==> config.mk <==
export PLATFORM = sky130hd
export DESIGN_NAME = mem_stage_ctrl
export DESIGN_NICKNAME = d
export VERILOG_FILES = /design/src/rtl/lc3b_types.sv /design/src/rtl/mem_byte_lane.sv /design/src/rtl/mem_stage_ctrl.sv
export SDC_FILE = /design/constraint.sdc
export NUM_CORES = 1
export LEC_CHECK = 0
export ABC_AREA = 1
export BUFFER_PORTS_ARGS = -buffer_cell sky130_fd_sc_hd__clkbuf_2
export CORE_UTILIZATION = 44
export DETAILED_ROUTE_END_ITERATION = 7
export PLACE_DENSITY = 0.86
export SLEW_MARGIN = 20
export SYNTH_ARGS = -nofsm -noshare
export SYNTH_HDL_FRONTEND = slang
export SYNTH_SLANG_ARGS = --single-unit
==> constraint.sdc <==
create_clock -name clk -period 1.68 [get_ports clk]
set_input_delay 0.336 -clock clk [delete_from_list [all_inputs] [get_ports clk]]
set_output_delay 0.336 -clock clk [all_outputs]
set_load 0.005 [all_outputs]
==> src/rtl/lc3b_types.sv <==
// Shared LC-3b types for the MEM stage: opcode/word widths, memory-op opcodes,
// the MEM sequencer state encoding and opcode classification helpers.
package lc3b_types;

  typedef logic [15:0] lc3b_word;
  typedef logic [3:0]  lc3b_opcode;

  localparam lc3b_opcode op_ldb = 4'b0010;
  localparam lc3b_opcode op_stb = 4'b0011;
  localparam lc3b_opcode op_ldr = 4'b0110;
  localparam lc3b_opcode op_str = 4'b0111;
  localparam lc3b_opcode op_ldi = 4'b1010;
  localparam lc3b_opcode op_sti = 4'b1011;

  typedef enum logic [1:0] {IDLE, FIRST, SECOND, DONE} mem_stage_state_t;

  function automatic logic is_load_op(lc3b_opcode op);
    return (op == op_ldr) || (op == op_ldb) || (op == op_ldi);
  endfunction

  function automatic logic is_store_op(lc3b_opcode op);
    return (op == op_str) || (op == op_stb) || (op == op_sti);
  endfunction

  function automatic logic is_mem_op(lc3b_opcode op);
    return is_load_op(op) || is_store_op(op);
  endfunction

  function automatic logic is_byte_op(lc3b_opcode op);
    return (op == op_ldb) || (op == op_stb);
  endfunction

endpackage

==> src/rtl/mem_byte_lane.sv <==
// Byte-lane steering: store data replication and lane mask on the write side,
// selected-byte extraction with sign extension on the load side. Purely combinational.
module mem_byte_lane (
  input  logic [15:0] st_data,
  input  logic        st_lsb,
  input  logic        st_byte,
  output logic [15:0] st_wdata,
  output logic [1:0]  st_be,
  input  logic [15:0] ld_word,
  input  logic        ld_lsb,
  input  logic        ld_byte,
  output logic [15:0] ld_data
);

  logic [7:0] ld_sel;

  always_comb begin
    st_wdata = st_byte ? {st_data[7:0], st_data[7:0]} : st_data;
    st_be    = st_byte ? (st_lsb ? 2'b10 : 2'b01) : 2'b11;
    ld_sel   = ld_lsb ? ld_word[15:8] : ld_word[7:0];
    ld_data  = ld_byte ? {{8{ld_sel[7]}}, ld_sel} : ld_word;
  end

endmodule

==> src/rtl/mem_stage_ctrl.sv <==
// LC-3b MEM-stage access sequencer: one cache access for LDR/LDB/STR/STB, two for LDI/STI
// when MEM_STAGE_INDIRECT_EN is defined (otherwise LDI/STI act as LDR/STR).
module mem_stage_ctrl
  import lc3b_types::*;
(
  input  logic        clk,
  input  logic        reset,
  input  logic        valid,
  input  logic [3:0]  opcode,
  input  logic [15:0] addr,
  input  logic [15:0] wdata,
  input  logic [15:0] dmem_rdata,
  input  logic        dmem_resp,
  output logic        dmem_read,
  output logic        dmem_write,
  output logic [15:0] dmem_address,
  output logic [15:0] dmem_wdata,
  output logic [1:0]  dmem_byte_enable,
  output logic [15:0] rdata,
  output logic        mem_stall,
  output logic        done
);

  mem_stage_state_t state_q, state_d;
  lc3b_opcode       op_q, op_d;
  logic             lsb_q, lsb_d;
  logic [15:0]      addr_q, addr_d, wd_q, wd_d, rdata_q, rdata_d;
  logic             rd_q, rd_d, wr_q, wr_d;
  logic [1:0]       be_q, be_d;
  logic             start, ind_in, ind_q;
  logic [15:0]      st_wdata, ld_data;
  logic [1:0]       st_be;

`ifdef MEM_STAGE_INDIRECT_EN
  logic [14:0] ptr_q, ptr_d;
  logic [15:0] wdata_q, wdata_d;
  assign ind_in       = (opcode == op_ldi) || (opcode == op_sti);
  assign ind_q        = (op_q == op_ldi) || (op_q == op_sti);
  assign dmem_address = (state_q == SECOND) ? {ptr_q, 1'b0} : addr_q;
`else
  assign ind_in       = 1'b0;
  assign ind_q        = 1'b0;
  assign dmem_address = addr_q;
`endif

  mem_byte_lane u_lane (
    .st_data  (wdata),
    .st_lsb   (addr[0]),
    .st_byte  (opcode == op_stb),
    .st_wdata (st_wdata),
    .st_be    (st_be),
    .ld_word  (dmem_rdata),
    .ld_lsb   (lsb_q),
    .ld_byte  (op_q == op_ldb),
    .ld_data  (ld_data)
  );

  assign start            = valid && is_mem_op(opcode);
  assign mem_stall        = ((state_q == IDLE) && start) || (state_q == FIRST) || (state_q == SECOND);
  assign done             = (state_q == DONE);
  assign dmem_read        = rd_q;
  assign dmem_write       = wr_q;
  assign dmem_wdata       = wd_q;
  assign dmem_byte_enable = be_q;
  assign rdata            = rdata_q;

  always_comb begin
    state_d = state_q;
    op_d    = op_q;
    lsb_d   = lsb_q;
    addr_d  = addr_q;
    wd_d    = wd_q;
    rdata_d = rdata_q;
    rd_d    = rd_q;
    wr_d    = wr_q;
    be_d    = be_q;
`ifdef MEM_STAGE_INDIRECT_EN
    ptr_d   = ptr_q;
    wdata_d = wdata_q;
`endif
    case (state_q)
      IDLE: begin
        if (start) begin
          state_d = FIRST;
          op_d    = opcode;
          lsb_d   = addr[0];
          addr_d  = is_byte_op(opcode) ? addr : {addr[15:1], 1'b0};
          // Indirect stores fetch their pointer first, so only direct stores write here.
          wr_d    = is_store_op(opcode) && !ind_in;
          rd_d    = !wr_d;
          wd_d    = st_wdata;
          be_d    = wr_d ? st_be : 2'b11;
`ifdef MEM_STAGE_INDIRECT_EN
          wdata_d = wdata;
`endif
        end
      end
      FIRST: begin
        if (dmem_resp) begin
          rd_d = 1'b0;
          wr_d = 1'b0;
          if (ind_q) begin
            state_d = SECOND;
`ifdef MEM_STAGE_INDIRECT_EN
            ptr_d   = dmem_rdata[15:1];
            rd_d    = is_load_op(op_q);
            wr_d    = !is_load_op(op_q);
            wd_d    = wdata_q;
            be_d    = 2'b11;
`endif
          end else begin
            state_d = DONE;
            if (is_load_op(op_q)) rdata_d = ld_data;
          end
        end
      end
      SECOND: begin
        if (dmem_resp) begin
          rd_d    = 1'b0;
          wr_d    = 1'b0;
          state_d = DONE;
          if (is_load_op(op_q)) rdata_d = dmem_rdata;
        end
      end
      DONE:    state_d = IDLE;
      default: state_d = IDLE;
    endcase
  end

  always_ff @(posedge clk or posedge reset) begin
    if (reset) begin
      state_q <= IDLE;
      op_q    <= '0;
      lsb_q   <= 1'b0;
      addr_q  <= '0;
      wd_q    <= '0;
      rdata_q <= '0;
      rd_q    <= 1'b0;
      wr_q    <= 1'b0;
      be_q    <= 2'b00;
`ifdef MEM_STAGE_INDIRECT_EN
      ptr_q   <= '0;
      wdata_q <= '0;
`endif
    end else begin
      state_q <= state_d;
      op_q    <= op_d;
      lsb_q   <= lsb_d;
      addr_q  <= addr_d;
      wd_q    <= wd_d;
      rdata_q <= rdata_d;
      rd_q    <= rd_d;
      wr_q    <= wr_d;
      be_q    <= be_d;
`ifdef MEM_STAGE_INDIRECT_EN
      ptr_q   <= ptr_d;
      wdata_q <= wdata_d;
`endif
    end
  end

endmodule

== Yosys cells after proc, flatten, opt, wreduce, memory -nomap -nowiden ==
Cells that the tools add are included.
Word-level totals
  word-level logic and storage cells: 68
  input port bits: 56
  output and inout bits: 54
  register bits after elaboration: 59
Cells by class
  reductions and logical operators: 21
  multiplexer cells: 20
  equal/unequal tests: 18
Operators by type and width (number)
  16-bit two-way mux: 6
  16-bit case mux with 2 select lines: 1
  4-bit by 2-bit equality test with 1-bit output (second input constant): 3
  4-bit by 3-bit equality test with 1-bit output (second input constant): 3
  4-bit equality test (second input constant): 3
  1-bit logical OR: 10
  2-bit two-way mux: 5
  8-bit two-way mux: 1
  2-bit by 1-bit inequality test with 1-bit output (second input constant): 3
  2-bit inequality test (second input constant): 3
  2-bit case mux with 3 select lines: 1
  5-bit AND reduction: 1
  2-bit equality test (second input constant): 2
  1-bit two-way mux: 4
  1-bit case mux with 2 select lines: 2
  2-bit AND reduction: 2
  2-bit nonzero test: 2
  3-bit AND reduction: 1
  2-bit by 1-bit equality test with 1-bit output (second input constant): 1
  1-bit logical AND: 2
  2-bit zero test: 1
  2-bit OR reduction: 1
  1-bit zero test: 1

== Logic depth before layout (Yosys ltp) ==
Gate-level depths: netlist of run 1.
  depth in word-level cells: 8
  gate-level depth with buffers: 10

== By module ==
A second synthesis of run 1 with hierarchy kept.
Second synthesis, totals
  cells, all modules: 385
  area, all modules: 3026.7 um^2
Modules (own cells, without submodules)
  mem_stage_ctrl: area each 2616.3 um^2, sequential area each 1476.4 um^2, cells each 299, times used 1
  mem_byte_lane: area each 410.4 um^2, sequential area each 0.0 um^2, cells each 86, times used 1

== Worst setup path after synthesis of run 1 ==
Ideal clock, no wire load.
  kind: register -> output
  start: register state_q[0]
  end: output port mem_stall
  setup slack: 127 ps
  arrival time: 1217 ps
  required time: 1344 ps
  cell stages (with the launch flop): 9
  buffers on the path: 2
  cells stage by stage: dfrtp_1 -> inv_1 -> ha_1 -> inv_1 -> nor2_4 -> inv_2 -> buf_4 -> buf_6 -> nand3_1
Between the ends
  cells in the longest elaborated chain, start to end: 4
Ends and longest elaborated chain
  start, declared: RTL line mem_stage_ctrl.sv:24  | mem_stage_state_t state_q, state_d;
  start signal, assigned: RTL line mem_stage_ctrl.sv:146  | state_q <= state_d;
  2-bit zero test: RTL line mem_stage_ctrl.sv:59  | assign mem_stall = ((state_q == IDLE) && start) || (state_q == FIRST) || (state_q == SECOND);
  1-bit logical AND: RTL line mem_stage_ctrl.sv:59
  1-bit logical OR: RTL line mem_stage_ctrl.sv:59
  1-bit logical OR *: RTL line mem_stage_ctrl.sv:59
  end, declared: RTL line mem_stage_ctrl.sv:20  | output logic mem_stall,
Mark *: on every way between the ends. The rest lies on a longest branch, timed or not.

== Worst setup path in the final report of run 1 ==
  start: register state_q[1]
  end: output port mem_stall
Same word-level chain as after synthesis.

==> results of run 1 <==
==> metrics by stage <==
stage	area (sq um)	setup slack, ns	util [%]	std cells
after global placement	3420	0.172	56.7	536
after floorplan	2790	0.127	-	357
final	3760	0.0404	62.3	561
after global routing	3760	-0.0300	62.3	561
after CTS	3700	0.0103	61.4	558
after detailed placement	3420	0.0779	56.7	536
==> layer usage <==
layer | up-vias | part of all wire (%)
met5 | - | 0
met4 | 0 | 0.72
met3 | 6 | 8.1
met2 | 105 | 48
met1 | 1207 | 43
li1 | 1328 | -
==> what timing repair did <==
action,4_1_cts,5_1_grt
setup endpoints to repair,1,17
pin swaps,1,1
hold buffers,1,0
resized for setup,8,9
gates cloned,0,0
setup buffers,5,3
hold endpoints to repair,16,0
==> area by class of cell <==
class | instances | area [sq um]
sequential | 59 | 1480
multi-input combinational | 247 | 1120
fill | 553 | 2270
timing repair buffer | 124 | 693
clock buffer | 12 | 145
clock inverter | 4 | 73.8
inverter | 40 | 156
tap | 75 | 93.8
==> cell families after synthesis <==
kind of cell	after synthesis
and+or+nand+nor	222
AOI/OAI and AO/OA	20
DFF	59
adders and majority gates	5
buffers and inverters	51
==> Yosys cell counts (all sizes together) <==
cell and n:
nand3 20, nand2 191, dfrtp 59, or2 1
inv 40, o211ai 6, nand4 2, o21ai 13
buf 11, ha 5, nor2 8, a21oi 1
==> registers in the layout (all words and copies together), names as in the netlist <==
name,count
dmem_byte_enable,2
op_q,4
dmem_read,1
dmem_wdata,16
lsb_q,1
rdata,16
dmem_write,1
dmem_address,16
state_q,2
==> power breakdown <==
part           internal, W  leakage [nW]  switching (W)
Clock             0.000877         0.111       0.000546
Sequential         0.00206         0.734       0.000375
Combinational      0.00113          1.43        0.00140
==> path summary, 6_finish.rpt <==
| path | end | slack (ns) | depth (start not counted) |
|---|---|---|---|
| worst max-delay path | mem_stall | 0.04 | 7 |
| worst min-delay path | dmem_address[15] | 0.20 | 3 |
| worst max register to register | rdata[1] | 0.09 | 10 |
| worst min register to register | dmem_address[12] | 0.47 | 2 |
| max in group asynchronous | dmem_wdata[14] | 0.60 | 4 |
| min in group asynchronous | dmem_address[5] | 0.54 | 3 |
==> worst max-delay path, stage by stage (launching register included) <==
cell and delay [ns]:
dfrtp_1 0.41, inv_2 0.10, ha_4 0.14, inv_2 0.04, nor2_4 0.08, inv_2 0.06, nand3_2 0.05, clkbuf_2 0.10
==> flow_summary.json, run 1 <==
{
  "status": "complete, no violations",
  "cts.htree.levels": 3,
  "startpoint_type": "flop",
  "syn_avg_cell_area_sq_um": 7.81,
  "numCtsBuffers": 9,
  "finalCritPeriodShare_pct": 97.6,
  "finalSetupTns_ns": 0,
  "drtIter0Drc": 104,
  "r2r-start": "state_q[0]",
  "viasPerCell": 4.72,
  "grt_pass1_wl_mm": 10.9,
  "busiest_layer": "met2",
  "slew-limit-headroom_pct": 67.6,
  "area_delta_synth_final_pct": 34.7,
  "min_from": "addr[15]",
  "synthCells": 357,
  "maxCapViolCount": 0,
  "synth_top_family_by_area": "simple AND/OR/NAND/NOR gates",
  "path_class": "reg -> out",
  "synth_area_leaders": "dfrtp_1 (53%), nand2_1 (25%), inv_1 (4.8%)",
  "synth_area_sq_mm": 0.00279,
  "synthMuxAreaShare_pct": 0,
  "finalSetupViolCount": 0,
  "tightest_slew_ns": 0.484,
  "diodes": 0,
  "period_needed_ns": 1.64,
  "first_pass_iters": 4,
  "drive_above_1_share_pct": 33.1,
  "hp-class": "in -> reg",
  "layout_commonest_cell": "nand2_1",
  "io_pins": 110,
  "use_met3_pct": 8.44,
  "whs_ns": 0.203,
  "yosys.area.top_type": "dfrtp_1",
  "routedWlPerCell_um": 11.8,
  "synthXorXnorAreaFrac_pct": 0,
  "rsz0062_at_grt": "yes",
  "synthSimpleGateAreaFrac_pct": 32.3,
  "synth_top_area_share_pct": 52.9,
  "die_area_sq_mm": 0.00666,
  "syn-num-nets": 418,
  "power.total_w": 0.00638,
  "ys_types": 20,
  "clk_pin_slew_ns": 0.06,
  "end_kind": "primary output",
  "ir_drop_mv": 0.877,
  "required_ns": 1.34,
  "gr-usage-met1_pct": 25.6,
  "drt-total-wl_mm": 6.65,
  "crit_fanout": 2,
  "power_density_mw_per_mm2": 1700,
  "grt.total_usage_pct": 21.9,
  "rows": 28,
  "met2_usage_pct": 37.2,
  "crit_start": "state_q[1]",
  "antenna_found_initial": 0,
  "antenna_left": 0,
  "die_h_um": 81.6,
  "final_max_slew_viol_count": 0,
  "root_buffer": "clkbuf_8",
  "core_area_sq_mm": 0.00603,
  "die_w_um": 81.6,
  "grt_pass1_vias": 2522,
  "grt_max_degree": 44,
  "leakage_nw": 2.27,
  "hold_viol_final": 0,
  "finalClockSkew_ns": 0.00580,
  "ys_warn_count": 0,
  "io_buffers": 109,
  "overflow": 0,
  "fmax_mhz": 610,
  "ys_ff_latch": 59,
  "fin_nets": 542,
  "cts_tree": "built",
  "synth_fa_ha_area_share_pct": 2.24,
  "synth_compound_area_share_pct": 4.13,
  "final_cell_mix": "nand2_1 (189), clkbuf_2 (109), dfrtp_1 (59), inv_1 (30), nand3_1 (17)",
  "gp_congestion": 0.855,
  "clk_path_buf_depth": 2,
  "vias": 2646,
  "dp_hpwl_mm": 4.87,
  "initial_core_util_pct": 46.3,
  "cp.arrival_ns": 1.30,
  "yosysSeqAreaShare_pct": 52.9,
  "clock_sinks": 59,
  "drc": 0,
  "clk_latency_ns": 0.33
}
(Power assumes the default switching activity.)
==> run 2: changes to the inputs <==
--- a/config.mk
+++ b/config.mk
@@ -5,10 +5,12 @@
 export SDC_FILE = /design/constraint.sdc
 export NUM_CORES = 1
 export LEC_CHECK = 0
-export ABC_AREA = 1
+export ABC_AREA = 0
 export BUFFER_PORTS_ARGS = -buffer_cell sky130_fd_sc_hd__clkbuf_2
-export CORE_UTILIZATION = 44
+export CAP_MARGIN = 10
+export CORE_UTILIZATION = 43
 export DETAILED_ROUTE_END_ITERATION = 7
+export GPL_ROUTABILITY_DRIVEN = 0
 export PLACE_DENSITY = 0.86
 export SLEW_MARGIN = 20
 export SYNTH_ARGS = -nofsm -noshare
==> flow_summary.json, run 2 <==
{
  "reg2reg_depth": 7,
  "power_density_mw_per_mm2": 1730,
  "initial_core_util_pct": 44.5,
  "worst-path-buf-inv": 2,
  "synth_area_leaders": "dfrtp_1 (56%), nand2_1 (15%), mux2i_1 (3.8%)",
  "clock_sinks": 59,
  "violations": "negative setup slack",
  "fin_nets": 454,
  "cts_hold_buf": 0,
  "rsz0062_at_grt": "yes",
  "finalSetupViolCount": 1,
  "cts_tree": "built",
  "hold_viol_final": 0,
  "overflow": 0,
  "fmax_mhz": 527,
  "fill_cells": 496,
  "r2r_end": "rdata[6]",
  "io_buffers": 109,
  "die_h_um": 80.1,
  "crit_fanout": 4,
  "gr-usage-met1_pct": 24.4,
  "cts.htree.levels": 3,
  "clk_latency_ns": 0.32,
  "clk_pin_slew_ns": 0.06,
  "core_area_sq_mm": 0.00589,
  "ys_ff_latch": 59,
  "hp-class": "in -> async",
  "slew-limit-headroom_pct": 75.0,
  "leakage_nw": 1.88,
  "drtIter0Drc": 104,
  "antenna_found_initial": 0,
  "crit_family": "simple AND/OR/NAND/NOR gates",
  "cp.arrival_ns": 1.56,
  "critPathMaxStageDelay_ns": 0.39,
  "finalCritPeriodShare_pct": 113,
  "r2r_slack_ns": 0.03,
  "maxCapViolCount": 0,
  "io_pins": 110,
  "grt_pass1_wl_mm": 10.1,
  "yosysSeqAreaShare_pct": 56.4,
  "met2_usage_pct": 37.4,
  "area_delta_synth_final_pct": 36.4,
  "first_pass_iters": 4,
  "clk_path_buf_depth": 2,
  "finalSetupTns_ns": -0.218,
  "vias": 2329,
  "antenna_left": 0,
  "numCtsBuffers": 9,
  "r2r-start": "state_q[1]",
  "ys.flop_type": "dfrtp_1",
  "final_core_util_pct": 60.7,
  "final_cell_mix": "clkbuf_2 (109), nand2_1 (107), dfrtp_1 (59), o21ai_0 (14), o21ai_1 (14)",
  "drive_above_1_share_pct": 41.2,
  "grt.total_usage_pct": 20.7,
  "grt_pass1_vias": 2215,
  "drt-total-wl_mm": 6.35,
  "dp_hpwl_mm": 4.56,
  "die_area_sq_mm": 0.00641,
  "root_buffer": "clkbuf_8",
  "required_ns": 1.34,
  "ys_warn_count": 0,
  "cpMaxStageDelayCell": "or3_4",
  "routedWlPerCell_um": 13.4,
  "ys_types": 31,
  "crit_end": "mem_stall",
  "ir_drop_mv": 0.865,
  "path_class": "reg -> out",
  "status": "finished with violations",
  "synth_common_cells": "nand2_1 (107), dfrtp_1 (59), o21ai_0 (20)",
  "synthCells": 275,
  "syn-num-nets": 336,
  "finalClockSkew_ns": 0.00539,
  "regArea_sq_mm": 0.00148,
  "viasPerCell": 4.92,
  "synth_edf_count": 0,
  "use_met3_pct": 4.43,
  "layout_commonest_cell": "clkbuf_2",
  "tightest_slew_ns": 0.370,
  "ys_async_sr_fraction_pct": 100,
  "crit_start": "state_q[1]",
  "rows": 28,
  "period_needed_ns": 1.90,
  "yosysMostFrequentCell": "nand2_1",
  "final_max_slew_viol_count": 0,
  "cp_cell_sequence": "buf_4 > ha_2 > or3_4 > clkbuf_2",
  "grt_max_degree": 60,
  "drc": 0,
  "multiInputGateArea_sq_mm": 0.00112,
  "end_kind": "primary output",
  "yosys.area.top_type": "dfrtp_1",
  "diodes": 0,
  "crit_cells": 4,
  "startpoint_type": "flop",
  "synth_top_area_share_pct": 56.4,
  "busiest_layer": "met2",
  "die_w_um": 80.1,
  "dp_slack_ns": -0.0751,
  "fin_ws_ns": -0.218,
  "synth_area_sq_mm": 0.00262,
  "syn_avg_cell_area_sq_um": 9.53
}
==> run 2: cell count changes after synthesis, sizes merged, moves of 2 or more <==
cell	delta
inv	-34
o21ai	+16
buf	-4
nand3	-14
o2bb2ai	+2
clkbuf	+6
and3	+2
a21oi	+13
o211ai	-6
nand2	-84
mux2i	+10
==> run 2: power breakdown <==
| group | leakage, nW | switching [W] | total (W) | internal, W |
|---|---|---|---|---|
| Sequential | 0.727 | 0.000413 | 0.00250 | 0.00208 |
| Combinational | 1.06 | 0.00131 | 0.00249 | 0.00118 |
| Clock | 0.0997 | 0.000512 | 0.00121 | 0.000697 |
| Total | 1.88 | 0.00223 | 0.00619 | 0.00396 |
==> run 2: cell type report <==
type                            instances  share of cell area [%]
Sequential cell                        59                    41.3
Inverter                                6                   0.735
Multi-Input combinational cell        197                    31.5
Clock inverter                          1                   0.140
Timing Repair Buffer                  120                    18.5
Tap cell                               75                    2.63
Clock buffer                           15                    5.22
==> run 2: worst min-delay path by stage <==
stage,endpoint,cells past startpoint,startpoint
6_report,rdata[7],3,reset
2_1_floorplan,dmem_byte_enable[0],1,addr[0]
3_5_place_dp,rdata[7],3,reset
5_1_grt,rdata[7],3,reset
4_1_cts,dmem_address[5],3,reset
3_3_place_gp,dmem_address[7],3,reset
==> run 2: repair_timing <==
item / 4_1_cts / 5_1_grt
gates resized for setup: 6 / 21
setup buffers: 1 / 1
setup endpoints to repair: 9 / 18
pin swaps: 1 / 3
==> run 2: metrics by stage <==
stage	total power (W)	instance area, sq um	hold slack, ns	cells
after CTS	0.00605	3510	0.0885	472
after detailed placement	0.00476	3290	0.431	455
after global routing	0.00667	3570	0.101	473
after floorplan	0.00373	2620	0.432	275
after global placement	0.00461	3290	0.428	455
final	0.00619	3570	0.0772	473
==> run 2: metal layers <==
layer / wire length [um] / up-vias / part of all wire, %
met3: 341 / 10 / 5.4
li1: - / 1146 / -
met5: 0 / - / 0
met2: 3260 / 82 / 51
met1: 2670 / 1091 / 42
met4: 82 / 0 / 1.3
==> run 2: cells by family after synthesis <==
kind of cell / after synthesis / synth area share (%)
mux: 10 / 3.82
fa+ha+maj: 5 / 2.39
buf+inv: 19 / 3.39
simple gates: 130 / 20.6
compound gates: 52 / 13.4
flops: 59 / 56.4
==> run 2: tightest hold or removal path, cell delays in order <==
cell and delay, ns:
clkbuf_2 0.10, clkinvlp_4 0.07, buf_12 0.28
